--- config.mk ---
export PLATFORM = sky130hd
export DESIGN_NAME = hdmi_ddc_edid_responder
export DESIGN_NICKNAME = d
export VERILOG_FILES = /design/src/rtl/hdmi_ddc_pkg.sv /design/src/rtl/i2c_line_filter.sv /design/src/rtl/hdmi_ddc_edid_responder.sv
export SDC_FILE = /design/constraint.sdc
export NUM_CORES = 2
export LEC_CHECK = 0
export BUFFER_PORTS_ARGS = -buffer_cell sky130_fd_sc_hd__buf_2
export CAP_MARGIN = 20
export CORE_ASPECT_RATIO = 2
export CORE_MARGIN = 5
export CORE_UTILIZATION = 57
export CTS_CLUSTER_SIZE = 30
export DETAILED_ROUTE_END_ITERATION = 10
export PLACE_DENSITY = 0.73
export SLEW_MARGIN = 20
export SYNTH_ARGS = -nofsm -noshare
export SYNTH_HDL_FRONTEND = slang
export SYNTH_SLANG_ARGS = --single-unit
--- constraint.sdc ---
create_clock -name aclk_i -period 3.4 [get_ports aclk_i]
set_input_delay 0.34 -clock aclk_i [delete_from_list [all_inputs] [get_ports aclk_i]]
set_output_delay 0.34 -clock aclk_i [all_outputs]
set_load 0.01 [all_outputs]
--- src/rtl/hdmi_ddc_pkg.sv ---
// Shared definitions for the HDMI DDC EDID responder.
// Contents: responder FSM state encoding, default target address, EDID geometry.
package hdmi_ddc_pkg;

  localparam int unsigned EDID_SIZE = 256;
  localparam int unsigned EDID_AW   = 8;
  localparam int unsigned BYTE_W    = 8;

  localparam logic [6:0] DDC_DEF_ADDR = 7'h50;

  typedef enum logic [2:0] {
    ST_IDLE,
    ST_ADDR,
    ST_ADDR_ACK,
    ST_WR_DATA,
    ST_WR_ACK,
    ST_RD_DATA,
    ST_RD_ACK,
    ST_RD_WAIT
  } ddc_state_t;

endpackage

--- src/rtl/i2c_line_filter.sv ---
// Synchronizer, majority-free run-length glitch filter and edge strobes for
// one I2C line. A new level is accepted only after FILTER_LEN consecutive
// synchronized samples disagree with the current filtered level.
// Ports:
//   clk_i   system clock
//   rst_i   synchronous active-high reset (filtered level resets to 1)
//   line_i  raw pad level
//   level_o filtered level
//   rise_o  one-cycle pulse when the filtered level goes 0->1
//   fall_o  one-cycle pulse when the filtered level goes 1->0
module i2c_line_filter
  import hdmi_ddc_pkg::*;
#(
  parameter int unsigned FILTER_LEN = 3
) (
  input  logic clk_i,
  input  logic rst_i,
  input  logic line_i,
  output logic level_o,
  output logic rise_o,
  output logic fall_o
);

  localparam int unsigned CNT_W = 3;

  logic             sync0_q, sync1_q;
  logic             level_q, level_d;
  logic             rise_q, rise_d;
  logic             fall_q, fall_d;
  logic [CNT_W-1:0] cnt_q, cnt_d;

  // Count disagreeing samples; any agreeing sample restarts the run.
  always_comb begin
    cnt_d   = '0;
    level_d = level_q;
    rise_d  = 1'b0;
    fall_d  = 1'b0;
    if (sync1_q != level_q) begin
      if (cnt_q == CNT_W'(FILTER_LEN - 1)) begin
        level_d = sync1_q;
        rise_d  = sync1_q;
        fall_d  = ~sync1_q;
      end else begin
        cnt_d = cnt_q + CNT_W'(1);
      end
    end
  end

  always_ff @(posedge clk_i) begin
    if (rst_i) begin
      sync0_q <= 1'b1;
      sync1_q <= 1'b1;
      level_q <= 1'b1;
      rise_q  <= 1'b0;
      fall_q  <= 1'b0;
      cnt_q   <= '0;
    end else begin
      sync0_q <= line_i;
      sync1_q <= sync0_q;
      level_q <= level_d;
      rise_q  <= rise_d;
      fall_q  <= fall_d;
      cnt_q   <= cnt_d;
    end
  end

  assign level_o = level_q;
  assign rise_o  = rise_q;
  assign fall_o  = fall_q;

endmodule

--- src/rtl/hdmi_ddc_edid_responder.sv ---
// I2C target on the HDMI DDC bus serving a 256-byte EDID image.
// Optional feature: define DDC_I2C_WRITE_EN to let I2C data bytes update the
// image; otherwise they are ACKed and advance the offset but are discarded.
// Ports:
//   aclk_i, rst_i                 clock, synchronous active-high reset
//   i2c_scl_i, i2c_sda_i          bus levels from the IOBUF
//   i2c_sda_o, i2c_sda_t_o        open-drain drive (o=0, t=1 releases)
//   mem_we_i/addr_i/wdata_i       host byte-write port into the image
//   busy_o                        address-matched transaction in progress
//   xfer_done_o                   one-cycle pulse on STOP ending a matched transfer
//   offset_o                      current word offset pointer
module hdmi_ddc_edid_responder
  import hdmi_ddc_pkg::*;
#(
  parameter logic [6:0]  DEV_ADDR   = DDC_DEF_ADDR,
  parameter int unsigned FILTER_LEN = 3
) (
  input  logic               aclk_i,
  input  logic               rst_i,
  input  logic               i2c_scl_i,
  input  logic               i2c_sda_i,
  output logic               i2c_sda_o,
  output logic               i2c_sda_t_o,
  input  logic               mem_we_i,
  input  logic [EDID_AW-1:0] mem_addr_i,
  input  logic [BYTE_W-1:0]  mem_wdata_i,
  output logic               busy_o,
  output logic               xfer_done_o,
  output logic [EDID_AW-1:0] offset_o
);

  localparam int unsigned BCNT_W = 4;

  logic scl_lvl, scl_rise, scl_fall;
  logic sda_lvl, sda_rise, sda_fall;
  logic start_c, stop_c, addr_match_c;

  ddc_state_t         state_q, state_d;
  logic [BYTE_W-1:0]  shift_q, shift_d;
  logic [BCNT_W-1:0]  bit_cnt_q, bit_cnt_d;
  logic [EDID_AW-1:0] offset_q, offset_d, offset_inc_c;
  logic               rw_q, rw_d;
  logic               first_q, first_d;
  logic               sda_t_q, sda_t_d;
  logic               busy_q, busy_d;
  logic               done_q, done_d;
`ifdef DDC_I2C_WRITE_EN
  logic               i2c_we_c;
`endif

  logic [BYTE_W-1:0] mem_q [EDID_SIZE];

  i2c_line_filter #(.FILTER_LEN(FILTER_LEN)) u_scl_filt (
    .clk_i(aclk_i), .rst_i(rst_i), .line_i(i2c_scl_i),
    .level_o(scl_lvl), .rise_o(scl_rise), .fall_o(scl_fall)
  );

  i2c_line_filter #(.FILTER_LEN(FILTER_LEN)) u_sda_filt (
    .clk_i(aclk_i), .rst_i(rst_i), .line_i(i2c_sda_i),
    .level_o(sda_lvl), .rise_o(sda_rise), .fall_o(sda_fall)
  );

  assign start_c      = sda_fall & scl_lvl;
  assign stop_c       = sda_rise & scl_lvl;
  assign addr_match_c = (shift_q[7:1] == DEV_ADDR);
  assign offset_inc_c = offset_q + EDID_AW'(1);

  // State register
  always_ff @(posedge aclk_i) begin
    if (rst_i) state_q <= ST_IDLE;
    else       state_q <= state_d;
  end

  // Next state: ACK phases hand over on the 9th SCL rise, data phases on the
  // falling edge after their 8th bit.
  always_comb begin
    state_d = state_q;
    if (start_c) begin
      state_d = ST_ADDR;
    end else if (stop_c) begin
      state_d = ST_IDLE;
    end else begin
      unique case (state_q)
        ST_ADDR:     if (scl_fall && bit_cnt_q == BCNT_W'(8))
                       state_d = addr_match_c ? ST_ADDR_ACK : ST_IDLE;
        ST_ADDR_ACK: if (scl_rise) state_d = rw_q ? ST_RD_DATA : ST_WR_DATA;
        ST_WR_DATA:  if (scl_fall && bit_cnt_q == BCNT_W'(8)) state_d = ST_WR_ACK;
        ST_WR_ACK:   if (scl_rise) state_d = ST_WR_DATA;
        ST_RD_DATA:  if (scl_fall && bit_cnt_q == BCNT_W'(8)) state_d = ST_RD_ACK;
        ST_RD_ACK:   if (scl_rise) state_d = sda_lvl ? ST_RD_WAIT : ST_RD_DATA;
        default:     state_d = state_q;
      endcase
    end
  end

  // Datapath and output next values
  always_comb begin
    shift_d   = shift_q;
    bit_cnt_d = bit_cnt_q;
    offset_d  = offset_q;
    rw_d      = rw_q;
    first_d   = first_q;
    sda_t_d   = sda_t_q;
    busy_d    = busy_q;
    done_d    = 1'b0;
`ifdef DDC_I2C_WRITE_EN
    i2c_we_c  = 1'b0;
`endif
    if (start_c) begin
      bit_cnt_d = '0;
      sda_t_d   = 1'b1;
    end else if (stop_c) begin
      bit_cnt_d = '0;
      sda_t_d   = 1'b1;
      busy_d    = 1'b0;
      done_d    = busy_q;
    end else begin
      unique case (state_q)
        ST_ADDR, ST_WR_DATA: begin
          if (scl_rise && bit_cnt_q < BCNT_W'(8)) begin
            shift_d   = {shift_q[6:0], sda_lvl};
            bit_cnt_d = bit_cnt_q + BCNT_W'(1);
          end
          if (scl_fall) begin
            sda_t_d = 1'b1;
            if (bit_cnt_q == BCNT_W'(8)) begin
              if (state_q == ST_WR_DATA) begin
                sda_t_d = 1'b0;
              end else if (addr_match_c) begin
                sda_t_d = 1'b0;
                busy_d  = 1'b1;
                rw_d    = shift_q[0];
                first_d = 1'b1;
              end
            end
          end
        end
        ST_ADDR_ACK: begin
          // Prefetch is harmless for writes: the shifter is refilled by data bits.
          if (scl_rise) begin
            bit_cnt_d = '0;
            shift_d   = mem_q[offset_q];
          end
        end
        ST_WR_ACK: begin
          if (scl_rise) begin
            bit_cnt_d = '0;
            if (first_q) begin
              offset_d = shift_q;
              first_d  = 1'b0;
            end else begin
              offset_d = offset_inc_c;
`ifdef DDC_I2C_WRITE_EN
              i2c_we_c = 1'b1;
`endif
            end
          end
        end
        ST_RD_DATA: begin
          if (scl_fall) begin
            if (bit_cnt_q == BCNT_W'(8)) begin
              sda_t_d = 1'b1;
            end else begin
              sda_t_d   = shift_q[7];
              shift_d   = {shift_q[6:0], 1'b0};
              bit_cnt_d = bit_cnt_q + BCNT_W'(1);
            end
          end
        end
        ST_RD_ACK: begin
          // Offset advances past every byte sent; only ACK continues the burst.
          if (scl_rise) begin
            bit_cnt_d = '0;
            offset_d  = offset_inc_c;
            shift_d   = mem_q[offset_inc_c];
          end
        end
        default: sda_t_d = 1'b1;
      endcase
    end
  end

  always_ff @(posedge aclk_i) begin
    if (rst_i) begin
      shift_q   <= '0;
      bit_cnt_q <= '0;
      offset_q  <= '0;
      rw_q      <= 1'b0;
      first_q   <= 1'b0;
      sda_t_q   <= 1'b1;
      busy_q    <= 1'b0;
      done_q    <= 1'b0;
    end else begin
      shift_q   <= shift_d;
      bit_cnt_q <= bit_cnt_d;
      offset_q  <= offset_d;
      rw_q      <= rw_d;
      first_q   <= first_d;
      sda_t_q   <= sda_t_d;
      busy_q    <= busy_d;
      done_q    <= done_d;
    end
  end

  // EDID image; the host write is issued last so it wins on an address clash.
  always_ff @(posedge aclk_i) begin
`ifdef DDC_I2C_WRITE_EN
    if (i2c_we_c) mem_q[offset_q] <= shift_q;
`endif
    if (mem_we_i) mem_q[mem_addr_i] <= mem_wdata_i;
  end

  assign i2c_sda_o   = 1'b0;
  assign i2c_sda_t_o = sda_t_q;
  assign busy_o      = busy_q;
  assign xfer_done_o = done_q;
  assign offset_o    = offset_q;

endmodule

==> impl_metrics.tcl <==
set metrics [dict create \
    nets 6302 \
    endpoint_kind "flip-flop" \
    dieWidth_um 305 \
    comb_power_share_pct 1.5 \
    fill_cells 11417 \
    drc 0 \
    fp.dieArea_um2 183000 \
    cts_num_sinks 2100 \
    highest_layer "met5" \
    wirelength_um 383000 \
    place_area_um2 109000 \
    worstSetupPathType "reg2reg" \
    num_vias 65615 \
    rsz0062_at_grt "no" \
    firstDrtPassIters 9 \
    antenna_found_initial 31 \
    ys_warn_count 0 \
    syn_area_per_cell_um2 18.0 \
    path_max_fanout 30 \
    clkLatencyLatePin_ns 0.89 \
    crit_required_ns 4.15 \
    status "finished with violations" \
    period_share_pct 104 \
    dominantRegCellSynth "edfxtp_1" \
    synth_enable_flop_cells 2048 \
    dr_wl_met3_um 41400 \
    maxSlewHeadroom_pct 19.0 \
    gr-total-overflow 0 \
    wl_met1_um 105000 \
    p_switching_uw 10400 \
    io_pins 33 \
    slew_violations 0 \
    max_freq_ghz 0.284 \
    powerDensity_nw_per_um2 440 \
    p_leak_uw 0.0360 \
    maxCapViolCount 0 \
    irDropWorstVdd_v 0.000472 \
    path_clk_slew_ns 0.08 \
    clockRootBuffer "clkbuf_16" \
    seqPwrFrac_pct 56.0 \
    grt_pass1_vias 66103 \
    finalHoldViolations 0 \
    wl_met2_um 183000 \
    gp_congestion 1.03 \
    synth_area_um2 99200 \
    ys_seq_area_share_pct 63.0 \
    vias_per_cell 7.52 \
    holdCritPathClass "in2reg" \
    grt_pass1_wl_um 525000 \
    start_kind "flip-flop" \
    dp_hpwl_um 278000 \
    synth_cell_types 79 \
    drt_iter0_markers 10343 \
    die_y_um 600 \
    grt_max_degree 145 \
    final_core_util_pct 66.6 \
    ys_seq_elements 2100 \
    place_ws_ns -0.194 \
    core_area_um2 173000 \
    power_frac_clock_pct 42.4 \
    p_sw_share_pct 20.5 \
    cts.path.max_buffers 4 \
    cts_tree "yes" \
    violations "setup timing" \
    drive_gt1_share_pct 37.2 \
    wl_per_cell_um 43.9 \
    grtUsageTotal_pct 41.6 \
    layout_setup_ws_ns -0.120 \
    dp_cells 8354 \
    htree_levels 4 \
    synthCells 5499 \
    period_minus_slack_ns 3.52 \
    critPathArrivalTime_ns 4.27 \
    tns_ns -0.158 \
    p_int_uw 40400 \
    row_count 216 \
    stdcell_area_um2 115000 \
    cts_buffers 190 \
    final_cell_count_no_fill 8722 \
    ant_nets 0 \
    port_buffers 31 \
    syn_to_final_growth_pct 16.3 \
    synthArstFlopShare_pct 0 \
    finalClockSkew_ns 0.0428 \
    start_util_pct 57.3 \
    worst_slew_pin_slew_ns 1.21 \
    setup_violations 2 \
    syn_nets 5527 \
]
[per-layer routing]
metal  vias to the layer above  track usage (%)
li1                      24645                -
met1                     33257             44.5
met2                      5836             67.9
met3                      1865             8.76
met4                        12             40.7
met5                         -                0
[registers in the layout, summed over array words and instances, names as in the netlist, 3 cells and up, named ones only]
signal / flops
shift_q: 8
bit_cnt_q: 4
offset_o: 8
state_q: 3
u_sda_filt.cnt_q: 3
mem_q: 2048
u_scl_filt.cnt_q: 3
[critical path: stages (launching register included)]
cell and delay [ns]:
dfxtp_4 0.39, ha_4 0.33, buf_12 0.22, buf_4 0.23, buf_12 0.24, mux4_2 0.38, mux2i_1 0.67, o22ai_1 0.20
nor4_1 0.36, a2111o_1 0.23, nand3_1 0.08
[kinds of logic after synthesis]
logic type / after synthesis / share of synthesized area (%)
flip-flops: 2100 / 63.0
multiplexers: 1230 / 25.3
AND/OR/NAND/NOR: 1158 / 5.19
AO/OA/AOI/OAI: 544 / 3.84
buffers and inverters: 450 / 2.46
XOR/XNOR: 9 / 0.117
adder cells (fa/ha/maj): 7 / 0.0882
other: 1 / 0.00378
[final cells by class]
class | count | area, um2 | area share, %
Sequential cell | 2100 | 62600 | 54.2
Timing Repair Buffer | 1019 | 9270 | 8.04
Inverter | 14 | 52.6 | 0.0455
Multi-Input combinational cell | 2949 | 34600 | 30.0
Tap cell | 2289 | 2860 | 2.48
Clock buffer | 227 | 5000 | 4.33
Antenna cell | 18 | 45.0 | 0.0390
Clock inverter | 106 | 995 | 0.862
[metrics by stage]
step / total power [uW] / hold slack [ns]
floorplan: 29100 / 0.389
global placement: 29700 / 0.408
detailed placement: 29700 / 0.409
CTS: 50800 / 0.0509
global route: 51800 / 0.0912
finish: 50800 / 0.0667
[power groups by stage]
stage	sequential (uW)	clock [uW]	combinational (uW)
after floorplan	29000	0	123
after CTS	28400	21600	737
final	28400	21600	777
after global placement	29000	0	705
after detailed placement	29000	0	734
after global routing	28400	22600	780
[path summary, 6_finish.rpt]
path                            slack (ns)                from  depth (start not counted)                  to
worst min register to register        0.43  u_sda_filt.sync0_q                          1  u_sda_filt.sync1_q
worst max register to register       -0.12         offset_o[0]                         10          shift_q[1]
worst min-delay path                  0.07      mem_wdata_i[1]                          1       mem_q[250][1]
worst max-delay path                 -0.12         offset_o[0]                         10          shift_q[1]
[layout by cell type (no fill, tap or decap), types with 19 or more instances in the layout]
cell          n
dfxtp_1      45
o21ai_0      43
mux2i_1     188
nand4_1      27
buf_4       852
clkbuf_16   196
clkinv_2     33
o22ai_1      42
a211oi_1     41
a22oi_1      93
and3_1       26
nand3_1     140
buf_12      118
nor2b_1      48
nor3_1       42
clkinv_1     40
o221ai_1     19
edfxtp_1   2048
a21oi_1     107
a31oi_1      34
buf_2        23
mux4_2     1021
nor2_1      348
nand2b_1     29
clkbuf_1     30
nand2_1     408
[Yosys cell counts, types with 7 or more instances]
cell type / n / area share, %
or3_1: 7 / 0.044
buf_1: 32 / 0.12
buf_4: 98 / 0.74
a32oi_1: 15 / 0.13
ha_1: 7 / 0.088
nor3_1: 44 / 0.22
nand4_1: 27 / 0.17
inv_1: 11 / 0.042
nor4_1: 21 / 0.13
mux4_2: 1021 / 23
nor2b_1: 52 / 0.33
mux2i_1: 199 / 2.0
nor2_1: 353 / 1.3
edfxtp_1: 2048 / 62
a2111oi_0: 18 / 0.16
buf_6: 29 / 0.33
buf_2: 131 / 0.66
or2_2: 9 / 0.057
a21oi_1: 107 / 0.54
o22ai_1: 42 / 0.26
o21ai_0: 45 / 0.23
a22oi_1: 93 / 0.70
a41oi_1: 7 / 0.062
a221oi_1: 17 / 0.15
nand2_1: 409 / 1.5
o311ai_0: 7 / 0.062
o221ai_1: 19 / 0.17
a22o_1: 15 / 0.13
mux2_2: 10 / 0.11
a211o_1: 7 / 0.062
dfxtp_1: 52 / 1.0
nand3_1: 142 / 0.72
nor3b_1: 8 / 0.061
nand2b_1: 29 / 0.18
and3_1: 26 / 0.16
clkbuf_1: 146 / 0.55
and2_1: 12 / 0.076
a211oi_1: 42 / 0.32
o31ai_1: 8 / 0.061
o211ai_1: 9 / 0.068
a311oi_1: 7 / 0.062
a31oi_1: 38 / 0.24
[what timing repair did]
| action | in CTS | in global routing |
|---|---|---|
| pin swaps | 1 | 0 |
| hold buffers | 4 | 0 |
| gates cloned | 0 | 3 |
| endpoints found under the hold margin | 59 | 0 |
| buffers inserted | 1 | 9 |
| gates resized for setup | 15 | 43 |
| setup endpoints to repair | 8 | 8 |
Power figures use the tool's default switching activity.
